File: config.mk
export PLATFORM = sky130hd
export DESIGN_NAME = mem_access_unit
export DESIGN_NICKNAME = d
export VERILOG_FILES = /design/src/rtl/mem_access_unit.sv
export SDC_FILE = /design/constraint.sdc
export NUM_CORES = 1
export LEC_CHECK = 0
export CORE_MARGIN = 2
export CORE_UTILIZATION = 47
export DETAILED_ROUTE_END_ITERATION = 8
export PLACE_DENSITY = 0.87
export SLEW_MARGIN = 20
export SYNTH_ARGS = -nofsm -noshare
export SYNTH_HDL_FRONTEND = slang
export SYNTH_SLANG_ARGS = --single-unit
File: constraint.sdc
create_clock -name clk -period 7.4 [get_ports clk]
set_input_delay 1.48 -clock clk [delete_from_list [all_inputs] [get_ports clk]]
set_output_delay 1.48 -clock clk [all_outputs]
set_load 0.01 [all_outputs]
File: src/rtl/mem_access_unit.sv
// MEM-stage request unit feeding the data-cache/uncache wrapper.
// Optional feature: define MEM_RESULT_BYPASS_EN to return results in the ACCESS cycle.
module mem_access_unit #(
  parameter bit K0_UNCACHED = 1'b0,
  parameter bit MAP_KSEG01  = 1'b1
) (
  input  logic        clk,
  input  logic        rst,
  input  logic        ex_valid,
  input  logic [3:0]  ex_mem_op,
  input  logic [31:0] ex_addr,
  input  logic [31:0] ex_wdata,
  output logic        mem_allowin,
  output logic [31:0] cpu_addr,
  output logic [3:0]  cpu_byteenable,
  output logic        cpu_read,
  output logic        cpu_write,
  output logic [31:0] cpu_wrdata,
  output logic        cpu_kseg0_uncache,
  output logic        cpu_addr_illegal,
  output logic        new_lw_ins_tocache,
  input  logic [31:0] cpu_rddata,
  input  logic        cpu_stall,
  output logic        wb_valid,
  input  logic        wb_ready,
  output logic [31:0] wb_data,
  output logic        wb_exc,
  output logic        wb_exc_store,
  output logic [31:0] wb_badvaddr
);

  typedef enum logic [1:0] {IDLE, ACCESS, DONE} state_t;

  typedef enum logic [1:0] {SZ_NONE, SZ_BYTE, SZ_HALF, SZ_WORD} size_t;

  state_t      state_q, state_d;
  logic [3:0]  op_q, op_d;
  logic [31:0] addr_q, addr_d;
  logic [31:0] wdata_q, wdata_d;
  logic [31:0] res_q, res_d;
  logic        exc_q, exc_d;
  logic        first_q, first_d;

  size_t       size_cur;
  size_t       size_new;
  logic        misaligned;
  logic [31:0] lane;
  logic [31:0] ext;
  logic        bypass_fire;
  logic        accept;
  logic        in_acc;
  logic        in_done;

  function automatic size_t op_size(input logic [3:0] op);
    case (op)
      4'b0000, 4'b0001, 4'b1000: op_size = SZ_BYTE;
      4'b0010, 4'b0011, 4'b1001: op_size = SZ_HALF;
      4'b0100, 4'b1010:          op_size = SZ_WORD;
      default:                   op_size = SZ_NONE;
    endcase
  endfunction

  always_ff @(posedge clk or negedge rst) begin
    if (!rst) begin
      state_q <= IDLE;
      op_q    <= '0;
      addr_q  <= '0;
      wdata_q <= '0;
      res_q   <= '0;
      exc_q   <= 1'b0;
      first_q <= 1'b0;
    end else begin
      state_q <= state_d;
      op_q    <= op_d;
      addr_q  <= addr_d;
      wdata_q <= wdata_d;
      res_q   <= res_d;
      exc_q   <= exc_d;
      first_q <= first_d;
    end
  end

  always_comb begin
    in_acc   = (state_q == ACCESS);
    in_done  = (state_q == DONE);
    size_cur = op_size(op_q);
    size_new = op_size(ex_mem_op);
    lane     = cpu_rddata >> {addr_q[1:0], 3'b000};
    case (op_q)
      4'b0000: ext = {{24{lane[7]}}, lane[7:0]};
      4'b0001: ext = {24'h0, lane[7:0]};
      4'b0010: ext = {{16{lane[15]}}, lane[15:0]};
      4'b0011: ext = {16'h0, lane[15:0]};
      4'b0100: ext = cpu_rddata;
      default: ext = '0;
    endcase
`ifdef MEM_RESULT_BYPASS_EN
    bypass_fire = in_acc && !cpu_stall && wb_ready;
`else
    bypass_fire = 1'b0;
`endif
    mem_allowin = (state_q == IDLE) || (in_done && wb_ready) || bypass_fire;
    accept      = ex_valid && mem_allowin;
    misaligned  = ((size_new == SZ_HALF) && ex_addr[0]) ||
                  ((size_new == SZ_WORD) && (ex_addr[1:0] != 2'b00));
  end

  always_comb begin
    state_d = state_q;
    op_d    = op_q;
    addr_d  = addr_q;
    wdata_d = wdata_q;
    res_d   = res_q;
    exc_d   = exc_q;
    first_d = 1'b0;
    case (state_q)
      ACCESS: begin
        if (!cpu_stall) begin
          res_d   = ext;
          exc_d   = 1'b0;
          state_d = bypass_fire ? IDLE : DONE;
        end
      end
      DONE: begin
        if (wb_ready) state_d = IDLE;
      end
      default: ;
    endcase
    // A new accept overrides the hand-off targets chosen above.
    if (accept) begin
      op_d    = ex_mem_op;
      addr_d  = ex_addr;
      wdata_d = ex_wdata;
      res_d   = '0;
      if (size_new == SZ_NONE) begin
        exc_d   = 1'b0;
        state_d = DONE;
      end else if (misaligned) begin
        exc_d   = 1'b1;
        state_d = DONE;
      end else begin
        exc_d   = 1'b0;
        first_d = 1'b1;
        state_d = ACCESS;
      end
    end
  end

  always_comb begin
    cpu_read           = in_acc && !op_q[3];
    cpu_write          = in_acc && op_q[3];
    cpu_addr_illegal   = 1'b0;
    new_lw_ins_tocache = in_acc && first_q;
    cpu_byteenable     = '0;
    cpu_wrdata         = '0;
    cpu_addr           = '0;
    cpu_kseg0_uncache  = 1'b0;
    if (in_acc) begin
      case (size_cur)
        SZ_BYTE: begin
          cpu_byteenable = 4'b0001 << addr_q[1:0];
          cpu_wrdata     = {4{wdata_q[7:0]}};
        end
        SZ_HALF: begin
          cpu_byteenable = 4'b0011 << addr_q[1:0];
          cpu_wrdata     = {2{wdata_q[15:0]}};
        end
        SZ_WORD: begin
          cpu_byteenable = 4'b1111;
          cpu_wrdata     = wdata_q;
        end
        default: ;
      endcase
      if (MAP_KSEG01 && (addr_q[31:30] == 2'b10)) cpu_addr = {3'b000, addr_q[28:0]};
      else                                         cpu_addr = addr_q;
      cpu_kseg0_uncache = (addr_q[31:29] == 3'b101) ||
                          (K0_UNCACHED && (addr_q[31:29] == 3'b100));
    end
    wb_valid     = in_done || bypass_fire;
    wb_exc       = in_done && exc_q;
    wb_exc_store = in_done && exc_q && op_q[3];
    wb_badvaddr  = (in_done && exc_q) ? addr_q : '0;
    if (in_done)          wb_data = res_q;
    else if (bypass_fire) wb_data = ext;
    else                  wb_data = '0;
  end

endmodule
# Yosys cells after proc, flatten, opt, wreduce, memory -nomap -nowiden
# Memory sizes are Yosys's and may differ from the RTL's.
# Index checks and enable logic that the tools add are counted.
# totals
mem_bits_ro	64
ff_bits	104
elab_cells	75
memories	2
in_bits	105
out_inout_bits	141
# op_classes
n_eq_ne	16
n_shift	3
reduce_logical	20
muxes	27
# mem_list
name	words	word_bits	read_ports	rd_clocked_by_memory_dff	write_ports	line	text
(no name shown)	16	2	1	0	0	55	case (op)
(no name shown)	16	2	1	0	0	55	
# ops
operator	n
$mux W32	8
$pmux W32 S5	1
$pmux W32 S3	1
$shr A32 B5 Y16	1
$eq A2 B2 Y1 const B	6
$pmux W4 S3	1
$mux W2	5
$logic_and A1 B1 Y1	9
$mux W1	9
$eq A4 B2 Y1 const B	2
$ne A3 B3 Y1 const B	2
$eq A2 B1 Y1 const B	2
$eq A4 B1 Y1 const B	1
$eq A4 B3 Y1 const B	1
$logic_not A2 Y1	2
$logic_not A4 Y1	1
$mux W4	1
$pmux W2 S2	1
$reduce_bool A2 Y1	2
$shl A1 B2 Y4 const A	1
$shl A2 B2 Y4 const A	1
$eq A3 B3 Y1 const B	1
$reduce_and A3 Y1	1
$reduce_bool A3 Y1	1
other kinds (4)	5

# Logic depth before layout (Yosys ltp)
# An unclocked memory read counts as a cell.
# logic_depth
word_depth	7
depth_mapped	13

# Worst setup path before layout
# Ideal clock, no wire load.
# synth_timing
path_type	reg2out
from	register op_q[1]
to	output port cpu_wrdata[0]
path_stages_with_launch	14
arrival_time_ps	2328
setup_slack_ps	3592
required_time_ps	5920
cell_sequence	dfrtp_1 inv_1 ha_1 nand2_1 o21a_1 o22ai_1 inv_1 ha_1 clkbuf_1 or2_2 clkbuf_1 nor2_1 nor2_1 and2_1
# synth_via
elab_chain_cells	4
elab_cells_between_ends	6
classes_between	eq/ne: 3; mux: 2; memory: 1
# synth_lines
element	line	text
from (decl)	37	logic [3:0] op_q, op_d;
from (signal assigned)	74	op_q <= op_d;
$mem_v2 Z16 W2 *	--	
$eq A2 B2 Y1 / $eq A2 B1 Y1 (equally long branches)	159	case (size_cur)
$pmux W32 S3 *	159	
$mux W32 *	158	if (in_acc) begin
to (decl)	18	output logic [31:0] cpu_wrdata,
# Mark *: on every way between the ends. The rest lies on a longest branch, timed or not.

# Worst setup path after layout
# layout_timing
from	register op_q[1]
to	output port cpu_wrdata[4]
# The elaborated chain is that of the path after synthesis.

==> run summary <==
The flow ran to the end, and the final reports show no timing, DRC or antenna violations. The run gives 0 as the total of cells resized after clock tree synthesis. For this run, the detailed router's first-pass iteration total came to 5. The tool flagged a number of max-cap violations equal to 0.

The reported leakage power was 0.00372 uW; the synthesized net count was 677. The logs give 845 for the count of filler cells inserted in the layout and 0.00309 sq mm for the area of the multi-input gates. With fillers left out, the area of the finished cells amounts to 0.00874 sq mm. The worst-case IR drop observed on VDD is 0.193 mV. The H-tree was split into 3 levels.

Across all layers, the routed design uses 5,358 vias. The die is 116 microns wide. The tools report the CTS root buffer as sky130_fd_sc_hd__clkbuf_16.

For the weighted congestion reported at the end of routability-driven placement, the log shows 0.862. Entering global routing, the biggest net connects 69 pins. In the synthesized netlist the dominant register cell turns out to be sky130_fd_sc_hd__dfrtp_1. The first global-routing pass estimated 28,900 microns of wire. The cell count after synthesis is 562, and the DRC violation total after the first TritonRoute iteration is 469. The hold violation count in the final report was 0; the TritonCTS sink count was 104.

The tools report the post-DP HPWL as 13,900 microns. STA classifies the critical path endpoint as a primary output. The global-route usage over all layers is 0.279. The endpoint required time on the critical path is 5.92 ns. Data on the critical path arrives at its endpoint at 3.70 ns. The logs give 0 for the total count of max-transition violations in the final report and 0.486 for the starting density of the core.

246 I/O pins were placed. The worst-path maximum fanout was 29; the achievable frequency was 0.193 GHz. Setup repair after global routing left no endpoint under its margin.

For the met3 wire length, the log shows 1690 microns. Post-synthesis average cell area: 10.5 sq um. The length of routed met2 wiring was 9260 microns.

The leading cell type in the layout, fill and taps excluded was sky130_fd_sc_hd__clkdlybuf4s50_1. For this run, the number of Yosys warnings is 0. The logs give 0.0122 sq mm for the area of the core and 0.0135 sq mm for the die area. After routing, the total negative slack on setup checks comes to 0 ns.

The run gives 0 as the number of buffers inserted for hold repair after clock tree synthesis. The cell area that synthesis handed to floorplanning was 0.00591 sq mm. After detailed placement, the total cell area comes to 0.00843 sq mm. The wire length on met1 was 7580 microns.

The critical path is of the flip-flop to primary output type. The count of cell types in the netlist is 47, and the number of routed nets with antenna violations is 0. The post-detailed-route wirelength per cell came out at 19.9 microns. The count of unresolved DRC violations after routing came out at 0. Post-CTS timing repair inserted 0 buffers for setup. The area growth from synthesis to final layout is 47.8%, and the clock-pin slew reported for the worst setup and hold paths after clock tree synthesis is 0.07 ns. Leaving out fill and tap cells, the most frequent cells in the layout are 243 x sky130_fd_sc_hd__clkdlybuf4s50_1, 104 x sky130_fd_sc_hd__dfrtp_1, 70 x sky130_fd_sc_hd__and2_1, 63 x sky130_fd_sc_hd__mux2_2, 34 x sky130_fd_sc_hd__and3_1. For this run, the post-layout net count is 893. The type of the most critical hold path is flip-flop to flip-flop. Summing all flip-flop and latch instances after layout gives 0.00260 sq mm. The smallest clock period supported by the final layout is computed as 5.18 ns. TritonCTS built the clock tree. The number of antenna violations at the first check in global routing is 0, and the number of I/O port buffers is 244. 0 antenna diodes ended up in the layout. The floorplan step set the die height to 116 microns. The uppermost metal layer occupied by signal nets was met4. Dividing the detail-routed via count by the number of cells gives 5.63. After global routing the overflow that remains totals 0. The later pin in the worst-skew pair is clocked with a latency of 0.35 ns. The synthesized design contains 0 enable-type register cells. For the largest buffer count on any clock path, the log shows 2.

The worst setup path is launched from a flip-flop. The logs give 0 for the final number of setup-violating endpoints and 40 for the placement row count. The share of layout cells above drive strength 1 was 0.146; the share of flip-flops with an asynchronous set or reset after synthesis was 1.00.

The transition time at the pin with the least slew margin is 1.03 ns, and the number of buffers inserted during clock tree synthesis is 9. For this design the ratio of total power to cell area is 330 mW/mm^2. The normalized max-slew margin was 0.313.

The synthesized flop and latch total is 104. Share of the yosys chip area belonging to registers: 0.440. The part of the cycle the worst path needs is 0.700. For the final database, setup skew stands at 0.00732 ns. The run gives 18,900 microns as the total routed wirelength. The tools report the number of global-route vias before repair as 5,385.
## per-stage QoR
stage / total power (uW) / worst slack [ns] / hold slack, ns / cells / util
floorplan: 1850 / 3.59 / 0.450 / 562 / -
global placement: 2320 / 2.83 / 0.464 / 935 / 0.693
detailed placement: 2380 / 2.61 / 0.469 / 935 / 0.693
CTS: 2880 / 2.22 / 0.486 / 951 / 0.718
global route: 3070 / 1.96 / 0.492 / 951 / 0.719
finish: 2890 / 2.22 / 0.483 / 951 / 0.719
## cells in the mapped netlist, types with 3 or more instances
cell | instances | area [sq um]
sky130_fd_sc_hd__nor2_1 | 31 | 116
sky130_fd_sc_hd__inv_1 | 13 | 48.8
sky130_fd_sc_hd__nand3b_1 | 9 | 67.6
sky130_fd_sc_hd__mux2i_1 | 10 | 100
sky130_fd_sc_hd__ha_1 | 10 | 125
sky130_fd_sc_hd__clkbuf_1 | 38 | 143
sky130_fd_sc_hd__and2_1 | 71 | 444
sky130_fd_sc_hd__o21ai_0 | 17 | 85.1
sky130_fd_sc_hd__a211o_1 | 8 | 70.1
sky130_fd_sc_hd__mux4_2 | 7 | 158
sky130_fd_sc_hd__nor2b_1 | 3 | 18.8
sky130_fd_sc_hd__mux2_2 | 63 | 709
sky130_fd_sc_hd__a31oi_1 | 4 | 25.0
sky130_fd_sc_hd__and3_1 | 34 | 213
sky130_fd_sc_hd__a22oi_1 | 24 | 180
sky130_fd_sc_hd__dfrtp_1 | 104 | 2600
sky130_fd_sc_hd__a21oi_1 | 22 | 110
sky130_fd_sc_hd__a221o_2 | 10 | 113
sky130_fd_sc_hd__and2b_1 | 7 | 52.6
sky130_fd_sc_hd__nand2_1 | 29 | 109
sky130_fd_sc_hd__a221o_1 | 14 | 140
sky130_fd_sc_hd__a211oi_1 | 3 | 22.5
## critical path: stages (launching register included)
cell and delay, ns:
sky130_fd_sc_hd__dfrtp_1 0.41, sky130_fd_sc_hd__inv_1 0.12, sky130_fd_sc_hd__ha_1 0.20, sky130_fd_sc_hd__nand2_1 0.12, sky130_fd_sc_hd__o21a_1 0.14, sky130_fd_sc_hd__o22ai_1 0.26
sky130_fd_sc_hd__ha_1 0.85, sky130_fd_sc_hd__nor2_1 0.11, sky130_fd_sc_hd__nor2_1 0.36, sky130_fd_sc_hd__and2_1 0.21, sky130_fd_sc_hd__clkdlybuf4s50_1 0.54
## registers in the layout, summed over array words and instances (netlist names)
register / flops
addr_q: 32
state_q: 2
first_q: 1
exc_q: 1
res_q: 32
wdata_q: 32
op_q: 4
## metal layers
metal,up-vias,global-route usage
met5,-,0
li1,2441,-
met3,29,0.0768
met4,0,0.0937
met2,256,0.462
met1,2632,0.356
## cell type report
cell class / instances / area share
clock buffers: 11 / 0.0278
clock inverters: 5 / 0.00730
inverters: 13 / 0.00558
multi-input cells: 400 / 0.353
flip-flops and latches: 104 / 0.298
well taps: 168 / 0.0241
repair buffers: 250 / 0.284
## final timing paths
kind	startpoint	to	slack, ns	cells past startpoint
worst max-delay path	op_q[1]$_DFFE_PN0N_	cpu_wrdata[4]	2.22	10
worst min-delay path	res_q[9]$_DFFE_PN0P_	res_q[9]$_DFFE_PN0P_	0.48	1
worst max register to register	op_q[0]$_DFFE_PN0N_	res_q[28]$_DFFE_PN0P_	4.88	7
worst min register to register	res_q[9]$_DFFE_PN0P_	res_q[9]$_DFFE_PN0P_	0.48	1
max in group asynchronous	rst	wdata_q[1]$_DFFE_PN0N_	5.06	2
min in group asynchronous	rst	res_q[26]$_DFFE_PN0P_	1.09	1
## logic make-up after synthesis
kind of cell | Yosys count | share of synthesized area
buffers and inverters | 58 | 0.0411
DFF | 104 | 0.440
adders and majority gates | 10 | 0.0212
AOI/OAI and AO/OA | 112 | 0.145
and+or+nand+nor | 197 | 0.189
muxes | 80 | 0.164
other | 1 | 0.000634
## power by group
group / switching, uW / internal (uW) / total [uW]
clock network: 217 / 275 / 492
registers: 225 / 790 / 1020
logic: 684 / 696 / 1380
Power figures use the tool's default switching activity.
